$ cat src/rtl/alu_pipe.sv
// Pipelined integer execute unit: single-cycle ALU feeding a p_stages-deep
// result pipeline with valid/ready flow control and collapsing bubbles.
module alu_pipe #(
  parameter int p_stages       = 2,
  parameter int p_seq_num_bits = 5
) (
  input  logic                      clk,
  input  logic                      rst,
  // issue side
  input  logic                      d_val,
  output logic                      d_rdy,
  input  logic [31:0]               d_pc,
  input  logic [p_seq_num_bits-1:0] d_seq_num,
  input  logic [31:0]               d_op1,
  input  logic [31:0]               d_op2,
  input  logic [4:0]                d_waddr,
  input  logic [3:0]                d_uop,
  // writeback side
  output logic                      w_val,
  input  logic                      w_rdy,
  output logic [31:0]               w_pc,
  output logic [p_seq_num_bits-1:0] w_seq_num,
  output logic [4:0]                w_waddr,
  output logic [31:0]               w_wdata,
  output logic                      w_wen
);

  // Handshake: a transfer happens on a rising edge where val & rdy are both 1;
  // a source holding val=1 keeps its payload stable until that edge, and
  // d_rdy may depend combinationally on w_rdy.

  localparam logic [3:0] OP_ADD  = 4'd0;
  localparam logic [3:0] OP_SUB  = 4'd1;
  localparam logic [3:0] OP_AND  = 4'd2;
  localparam logic [3:0] OP_OR   = 4'd3;
  localparam logic [3:0] OP_XOR  = 4'd4;
  localparam logic [3:0] OP_SLT  = 4'd5;
  localparam logic [3:0] OP_SLTU = 4'd6;
  localparam logic [3:0] OP_SLL  = 4'd7;
  localparam logic [3:0] OP_SRL  = 4'd8;
  localparam logic [3:0] OP_SRA  = 4'd9;
  localparam logic [3:0] OP_LUI  = 4'd10;

  typedef struct packed {
    logic [31:0]               pc;
    logic [p_seq_num_bits-1:0] seq_num;
    logic [4:0]                waddr;
    logic                      wen;
    logic [31:0]               result;
  } stage_t;

  stage_t              stg_q [p_stages];
  logic [p_stages-1:0] val_q;
  logic [p_stages-1:0] free;
  stage_t              issue;
  logic                any_empty;
  logic [4:0]          shamt;

  assign shamt = d_op2[4:0];

  always_comb begin
    issue.pc      = d_pc;
    issue.seq_num = d_seq_num;
    issue.waddr   = d_waddr;
    issue.wen     = 1'b1;
    issue.result  = 32'h0;
    case (d_uop)
      OP_ADD:  issue.result = d_op1 + d_op2;
      OP_SUB:  issue.result = d_op1 - d_op2;
      OP_AND:  issue.result = d_op1 & d_op2;
      OP_OR:   issue.result = d_op1 | d_op2;
      OP_XOR:  issue.result = d_op1 ^ d_op2;
      OP_SLT:  issue.result = {31'd0, $signed(d_op1) < $signed(d_op2)};
      OP_SLTU: issue.result = {31'd0, d_op1 < d_op2};
      OP_SLL:  issue.result = d_op1 << shamt;
      OP_SRL:  issue.result = d_op1 >> shamt;
      OP_SRA:  issue.result = $unsigned($signed(d_op1) >>> shamt);
      OP_LUI:  issue.result = d_op2;
      default: issue.wen    = 1'b0;
    endcase
  end

  // Stage k may load when it or any stage after it is empty, or the tail is
  // draining; this makes bubbles collapse regardless of w_rdy.
  always_comb begin
    free      = '0;
    any_empty = w_rdy;
    for (int k = p_stages - 1; k >= 0; k--) begin
      any_empty = any_empty | !val_q[k];
      free[k]   = any_empty;
    end
  end

  always_ff @(posedge clk) begin
    if (rst) begin
      val_q <= '0;
    end else begin
      if (free[0]) val_q[0] <= d_val;
      for (int k = 1; k < p_stages; k++) begin
        if (free[k]) val_q[k] <= val_q[k-1];
      end
    end
  end

  always_ff @(posedge clk) begin
    if (free[0]) stg_q[0] <= issue;
    for (int k = 1; k < p_stages; k++) begin
      if (free[k]) stg_q[k] <= stg_q[k-1];
    end
  end

  assign d_rdy     = free[0];
  assign w_val     = val_q[p_stages-1];
  assign w_pc      = stg_q[p_stages-1].pc;
  assign w_seq_num = stg_q[p_stages-1].seq_num;
  assign w_waddr   = stg_q[p_stages-1].waddr;
  assign w_wdata   = stg_q[p_stages-1].result;
  assign w_wen     = stg_q[p_stages-1].wen;

endmodule

$ cat config.mk
export PLATFORM = sky130hd
export DESIGN_NAME = alu_pipe
export DESIGN_NICKNAME = d
export VERILOG_FILES = /design/src/rtl/alu_pipe.sv
export SDC_FILE = /design/constraint.sdc
export NUM_CORES = 1
export LEC_CHECK = 0
export BUFFER_PORTS_ARGS = -buffer_cell sky130_fd_sc_hd__clkbuf_2
export CAP_MARGIN = 5
export CORE_UTILIZATION = 30
export CTS_CLUSTER_SIZE = 30
export DETAILED_ROUTE_END_ITERATION = 6
export PLACE_DENSITY = 0.49
export SETUP_SLACK_MARGIN = 0.3
export SKIP_LAST_GASP = 1
export SYNTH_ARGS = -nofsm -noshare
export SYNTH_HDL_FRONTEND = slang
export SYNTH_SLANG_ARGS = --single-unit
$ cat constraint.sdc
create_clock -name clk -period 3.8 [get_ports clk]
set_clock_uncertainty 0.1 [all_clocks]
set_input_delay 0 -clock clk [delete_from_list [all_inputs] [get_ports clk]]
set_output_delay 0 -clock clk [all_outputs]
set_load 0.05 [all_outputs]
== Word-level counts from Yosys, hierarchy flattened ==
Memories as Yosys holds them, arrays and structs flattened.
Cells that the tools add are included.
Storage, ports and cells
  output and inout port bits: 77
  memory bits (writable): 150
  bits of input ports: 114
  memories kept: 1
  flip-flop bits (word level): 2
  word-level logic and storage cells: 35
Memory list
  stg_q: depth 2, bits a word 75, rd ports 2, clocked after Yosys merged registers in 0, wr ports 2, RTL line 52  | stage_t stg_q [p_stages];
Operators by class
  bitwise logic cells: 5
  shift-type cells: 3
  order comparisons: 2
  add/subtract/negate cells: 2
  reductions and logical operators: 4
  multiplexer cells: 6
  equality and inequality tests: 10
Operators by type and width (count)
  $pmux W32 S11: 1
  $lt A32 B32 Y1: 2
  $add A32 B32 Y32: 1
  $and A32 B32 Y32: 1
  $or A32 B32 Y32: 1
  $shl A32 B5 Y32: 1
  $shr A32 B5 Y32: 1
  $sshr A32 B5 Y32: 1
  $sub A32 B32 Y32: 1
  $xor A32 B32 Y32: 1
  $eq A4 B3 Y1 const B: 4
  $eq A4 B4 Y1 const B: 3
  $reduce_or A11 Y1: 1
  $eq A4 B2 Y1 const B: 2
  $mux W1: 5
  $eq A4 B1 Y1 const B: 1
  $logic_not A4 Y1: 1
  $logic_not A1 Y1: 2
  $or A1 B1 Y1: 2

== Depth between registers and ports, before layout ==
Gate-level depths: netlist (run 1).
  word-level depth: 5
  mapped depth: 15
  mapped depth without buffers: 12

== Worst setup path after synthesis (run 1) ==
OpenSTA, ideal clock, no wires.
  kind: input port to flip-flop
  start: input port d_op2[2]
  end: memory stg_q[0][26] (netlist bit), data pin
  slack: -108 ps
  library setup time: 272 ps
  data required time: 3428 ps
  stages: 15
  arrival time: 3536 ps
  path buffers: 4
  cells stage by stage: clkbuf_1 clkinv_1 buf_1 buf_2 buf_2 ha_1 nor3_2 o31ai_4 a211oi_2 o32ai_4 o31ai_4 o311ai_4 o31ai_2 nor3_1 or4_1
RTL lines
  from (decl): RTL line 15  | input logic [31:0] d_op2,
  to (decl): RTL line 52

==> results of run 1 <==
==> through the flow <==
stage	instance area (um2)	util [%]	instances	hold slack, ns
CTS	16600	35.8	2378	0.0118
finish	16700	35.9	2378	0.0563
global placement	15500	33.4	2291	0.0748
detailed placement	15500	33.4	2291	0.0786
floorplan	14100	-	1590	-0.0276
global route	16700	35.9	2378	0.0879
==> registers in the layout (all words and copies together), names as in the netlist <==
signal  count
val_q       2
stg_q     150
==> worst max-delay path by stage <==
stage                   from                endpoint  slack, ns  cells past startpoint
floorplan           d_op2[4]  stg_q[0][26]$_DFFE_PP_       0.33                     14
global placement    d_op1[0]  stg_q[0][26]$_DFFE_PP_       0.33                     13
detailed placement  d_op1[1]  stg_q[0][29]$_DFFE_PP_       0.24                     13
CTS                 d_op2[9]  stg_q[0][29]$_DFFE_PP_       0.40                     13
global route        d_op2[9]  stg_q[0][29]$_DFFE_PP_       0.35                     13
finish              d_op2[9]  stg_q[0][29]$_DFFE_PP_       0.31                     13
==> per-layer routing <==
metal / GRT usage [%] / routed length, um / part of all wire, %
met5: 0 / 0 / 0
met4: 9.47 / 2220 / 3.9
met3: 3.99 / 4370 / 7.7
met2: 37.3 / 25800 / 45
met1: 30.8 / 24400 / 43
==> timing repair <==
item                                    4_1_cts  5_1_grt
gates resized for setup                       0        4
endpoints found under the setup margin        0        3
hold buffers                                 55        0
endpoints found under the hold margin        58        0
==> synthesized netlist by cell type (26+ instances only) <==
| master | count |
|---|---|
| a21oi_1 | 145 |
| a221oi_1 | 26 |
| buf_4 | 78 |
| clkbuf_1 | 64 |
| edfxtp_1 | 150 |
| ha_1 | 98 |
| inv_1 | 92 |
| mux2i_1 | 42 |
| mux4_2 | 31 |
| nand2_1 | 113 |
| nand3_1 | 34 |
| nor2_1 | 179 |
| nor3_1 | 37 |
| o21ai_0 | 88 |
==> power by group <==
part           total, mW  switching (mW)  internal [mW]
sequential          2.09          0.0442           2.05
combinational       2.06            1.40          0.664
clock               1.57           0.713          0.861
==> area by class of cell <==
type / count / area (um2) / area share, %
Sequential cell: 152 / 4540 / 27.3
Clock inverter: 15 / 133 / 0.796
Multi-Input combinational cell: 1161 / 8260 / 49.6
Clock buffer: 17 / 425 / 2.55
Tap cell: 607 / 759 / 4.56
Timing Repair Buffer: 330 / 2180 / 13.1
Inverter: 96 / 363 / 2.18
==> kinds of logic after synthesis <==
family	count (synthesis)
buf+inv	277
compound gates	505
simple gates	459
xor+xnor	9
flops	152
mux	88
fa+ha+maj	100
==> worst register-to-register path, cell delays in order (launching register included) <==
cell and delay (ns):
dfxtp_1 0.33, nor2b_1 0.40, nand2_4 0.63
==> impl_metrics.ini, run 1 <==
[layout]
num-fill-cells = 4867
layout_common_cells = clkbuf_2 (188), nor2_1 (179), edfxtp_1 (150)
final_nets = 1972
antenna_cells = 0
drive_gt1_share_pct = 22.0
mostFrequentLayoutCell = clkbuf_2
synthToLayoutAreaGrowth_pct = 18.4

[timing]
finalCriticalPeriod_ns = 3.49
worstMarginPinSlew_ns = 1.15
setup_viol = 0
rsz0062_at_grt = no
worst_slack_ns = 0.313
hold_viol = 0
finalSetupTns_ns = 0
maxSlewViolCount = 0
relSlewSlack_pct = 23.0
period_share_pct = 91.8
max_freq_mhz = 287

[global_route]
groute.usage.overall_pct = 23.2
antenna_found_initial = 2
grt_overflow = 0
grt_pass1_vias = 13000
grt_pass1_wl_um = 82400
grt_max_degree = 89

[synth]
synth_top_family_by_area = compound AO/OA/AOI/OAI gates
syn_inst = 1590
synth_xor_area_share_pct = 0.560
synthesis.area_um2 = 14100
yosys_warnings = 0
avgSynthCellArea_um2 = 8.86
synth_edf_count = 150
synth_compound_area_share_pct = 24.5
synthMuxAreaShare_pct = 9.14
synth_cell_types = 84
synthAdderAreaFrac_pct = 8.99
ys_async_sr_fraction_pct = 0
synthFlopType = edfxtp_1
yosysSeqAreaShare_pct = 32.3
synth.top_cell.area_share_pct = 32.0
synthSimpleGateAreaFrac_pct = 14.9
yosysTopAreaCell = edfxtp_1
ys_ff_latch = 152
yosys-top-cells-area = edfxtp_1 (32%), ha_1 (8.7%), a21oi_1 (5.2%)
synth_nets = 1804

[route]
vias = 13500
viasPerCell = 5.68
drt_iter0_drc = 1365
wl_per_cell_um = 23.9
drc = 0
drtAntennaViolNets = 0
firstDrtPassIters = 5
wl_um = 56800

[worst_hold_path]
hold_path_class = primary input to flip-flop
min_from = d_op2[26]
min_path_cells = 4
worstHoldEndpoint = stg_q[0][26]$_DFFE_PP_

[worst_setup_path]
critPathArrivalTime_ns = 3.55
r2r_slack_ns = 1.79
slowest_delay_ns = 0.52
setup.worst_path.end_class = flip-flop
worstPathRequired_ns = 3.86
r2r_cells = 2
r2r-start = val_q[1]$_SDFFE_PP0P_
path_buf_inv = 3
cp_cell_sequence = dlygate4sd3_1 -> clkbuf_2 -> inv_1 -> ha_1 -> or3b_2 -> a311oi_2 -> nand4b_1 -> o21bai_1 -> a2111oi_0 -> nor3_1 -> o41ai_1 -> a2111oi_1 -> a21oi_1
worstSetupPathType = primary input to flip-flop
timing.rr.end = stg_q[0][25]$_DFFE_PP_
path_max_fanout = 4
crit_path_start_kind = primary input
crit_slowest_cell = dlygate4sd3_1
critical-path-top-delay-family = compound AO/OA/AOI/OAI gates

[placement]
port-buffer-count = 190
pre_cts_slack_ns = 0.241
place.gp.congestion = 0.989
hpwl_um = 44800

[cts]
post-cts-setup-buffers = 0
ctsHtreeMaxLevel = 4
clkTransAtPathRegs_ns = 0.07
cts_tree = yes
cts_max_path_buffers = 2
clk_latency_ns = 0.42
cts_made_buffers = 17
cts_sinks = 152
clockRootBuffer = clkbuf_16

[floorplan]
core_area_um2 = 46500
die_y_um = 219
fp.dieArea_um2 = 47800
num_rows = 79
die_w_um = 219
io-pin-count = 191
start_util_pct = 30.3

[job]
drv_cap = 0

[pwr]
power_mw = 5.73
power_density_nw_per_um2 = 344
p_leak_nw = 7.06
ir_worst_vdd_mv = 0.347

[outcome]
status = finished clean
Power figures use the tool's default switching activity.
==> run 2: changes to the inputs <==
--- a/config.mk
+++ b/config.mk
@@ -7,10 +7,10 @@
 export LEC_CHECK = 0
 export BUFFER_PORTS_ARGS = -buffer_cell sky130_fd_sc_hd__clkbuf_2
 export CAP_MARGIN = 5
-export CORE_UTILIZATION = 30
+export CORE_UTILIZATION = 46
 export CTS_CLUSTER_SIZE = 30
 export DETAILED_ROUTE_END_ITERATION = 6
-export PLACE_DENSITY = 0.49
+export PLACE_DENSITY = 0.69
 export SETUP_SLACK_MARGIN = 0.3
 export SKIP_LAST_GASP = 1
 export SYNTH_ARGS = -nofsm -noshare
==> constraint.sdc (replaced) <==
create_clock -name clk -period 3.8 [get_ports clk]
set_clock_uncertainty 0.1 [all_clocks]
set_input_delay 0.19 -clock clk [delete_from_list [all_inputs] [get_ports clk]]
set_output_delay 0.19 -clock clk [all_outputs]
set_load 0.05 [all_outputs]
==> run 2 against run 1 <==
  * Fmax increased by 2.3%
  * Non-clock buffer count increased by 19
  * Critical path depth increased by 1
  * First-iteration DRC count increased by 32%
  * Worst hold slack improved by 0.00085 ns
  * Highest routed layer is now met5
  * Cell area decreased by 0.55%
  * Sequential share of layout area increased by 0.15 points
  * Die area decreased by 35%
  * Power increased by 1.9%
  * Core utilization increased by 20 points
  * Cell count decreased by 8.3%
==> impl_metrics.ini, run 2 (same netlist as run 1, synthesis figures left out) <==
[outcome]
status = finished clean

[worst_setup_path]
r2r_slack_ns = 1.81
setup.worst_path.end_class = flip-flop
r2r-start = val_q[1]$_SDFFE_PP0P_
worstSetupPathType = primary input to flip-flop
r2r_cells = 2
critPathArrivalTime_ns = 3.50
worstPathRequired_ns = 3.89
crit_path_start_kind = primary input
timing.rr.end = stg_q[0][52]$_DFFE_PP_
path_max_fanout = 7

[cts]
cts_max_path_buffers = 2
clk_latency_ns = 0.43
post-cts-setup-buffers = 0
clockRootBuffer = clkbuf_16
cts_tree = yes
ctsHtreeMaxLevel = 4
cts_sinks = 152
clkTransAtPathRegs_ns = 0.08
cts_made_buffers = 17

[global_route]
met1_usage_pct = 47.2
grt.busiest_layer = met2
groute.usage.overall_pct = 33.3
grt_use_met2_pct = 49.7
grt_pass1_vias = 12800
antenna_found_initial = 1
grt_max_degree = 77
use_met3_pct = 5.58
grt_overflow = 0
grt_pass1_wl_um = 77800

[floorplan]
die_y_um = 177
fp.dieArea_um2 = 31300
io-pin-count = 191
num_rows = 63
die_w_um = 177
start_util_pct = 47.1
core_area_um2 = 29900

[worst_hold_path]
hold_path_class = primary input to flip-flop
worstHoldEndpoint = stg_q[0][11]$_DFFE_PP_
min_from = d_op2[11]
min_path_cells = 3

[pwr]
power_mw = 5.84
p_leak_nw = 7.18
power_density_nw_per_um2 = 352
ir_worst_vdd_mv = 0.204

[layout]
drive_gt1_share_pct = 23.4
num-fill-cells = 2741
mostFrequentLayoutCell = clkbuf_2
layout_common_cells = clkbuf_2 (188), nor2_1 (178), edfxtp_1 (150)
largest_reg_flops = 150
seq_area_um2 = 4540
final_nets = 1991
final_cell_area_um2 = 16600
multiInputGateArea_um2 = 8280
regMostFlops = stg_q
reg_top3 = stg_q x150, val_q x2
final_cells = 2180
antenna_cells = 0
synthToLayoutAreaGrowth_pct = 17.7

[timing]
max_freq_mhz = 293
worstMarginPinSlew_ns = 1.21
hold_viol = 0
finalCriticalPeriod_ns = 3.41
period_share_pct = 89.7
setup_viol = 0
worst_slack_ns = 0.393
relSlewSlack_pct = 18.4
rsz0062_at_grt = no
finalSetupTns_ns = 0
maxSlewViolCount = 0

[placement]
place_inst = 2102
port-buffer-count = 190
placed_cell_area_um2 = 15500
hpwl_um = 40400
place.gp.congestion = 1.04
pre_cts_slack_ns = 0.182

[route]
drt_iter0_drc = 1803
viasPerCell = 6.36
vias = 13900
firstDrtPassIters = 6
wl_per_cell_um = 24.0
drc = 0
wl_um = 52400
drtAntennaViolNets = 0

[job]
drv_cap = 0
run 2: timing repair:
action,CTS,global route
setup endpoints to repair,0,5
endpoints found under the hold margin,45,0
hold buffers,46,0
resized for setup,0,4
run 2: worst max-delay path by stage:
stage	from	end	slack, ns	cells past startpoint
6_report	d_op2[8]	stg_q[0][24]$_DFFE_PP_	0.39	14
5_1_grt	d_op2[8]	stg_q[0][31]$_DFFE_PP_	0.31	14
4_1_cts	d_op2[8]	stg_q[0][31]$_DFFE_PP_	0.36	14
3_5_place_dp	d_op2[1]	stg_q[0][31]$_DFFE_PP_	0.18	13
3_3_place_gp	d_op1[0]	stg_q[0][26]$_DFFE_PP_	0.23	13
2_1_floorplan	d_op2[2]	stg_q[0][26]$_DFFE_PP_	0.30	15
run 2: final cells by class:
class / count / area share, %
Tap cell: 390 / 2.94
Clock buffer: 17 / 2.57
Sequential cell: 152 / 27.4
Multi-Input combinational cell: 1161 / 50.0
Inverter: 96 / 2.22
Timing Repair Buffer: 349 / 13.9
Clock inverter: 15 / 1.01
run 2: worst max-delay path, cell delays in order:
cell           delay (ns)
dlygate4sd3_1        0.53
clkbuf_2             0.13
inv_1                0.06
ha_1                 0.29
buf_4                0.18
a21oi_1              0.22
o21ai_0              0.16
or4b_1               0.55
a21oi_2              0.22
o41ai_1              0.13
nor2b_1              0.17
a31oi_1              0.21
xnor2_1              0.09
a221o_1              0.35
run 2: power breakdown:
group	leakage [nW]	switching [mW]	internal [mW]
Clock	0.286	0.700	0.983
Combinational	5.27	1.37	0.689
Sequential	1.62	0.0493	2.05
run 2: per-layer routing:
metal | wire (um) | vias to the layer above
li1 | - | 6243
met1 | 22100 | 6627
met2 | 22700 | 871
met3 | 5350 | 117
met4 | 2210 | 2
met5 | 13 | -
run 2: per-stage QoR:
stage	util (%)	hold WS, ns
6_report	55.5	0.0571
5_1_grt	55.5	0.102
4_1_cts	55.4	0.0283
3_5_place_dp	51.9	0.269
3_3_place_gp	51.9	0.266
2_1_floorplan	-	0.162
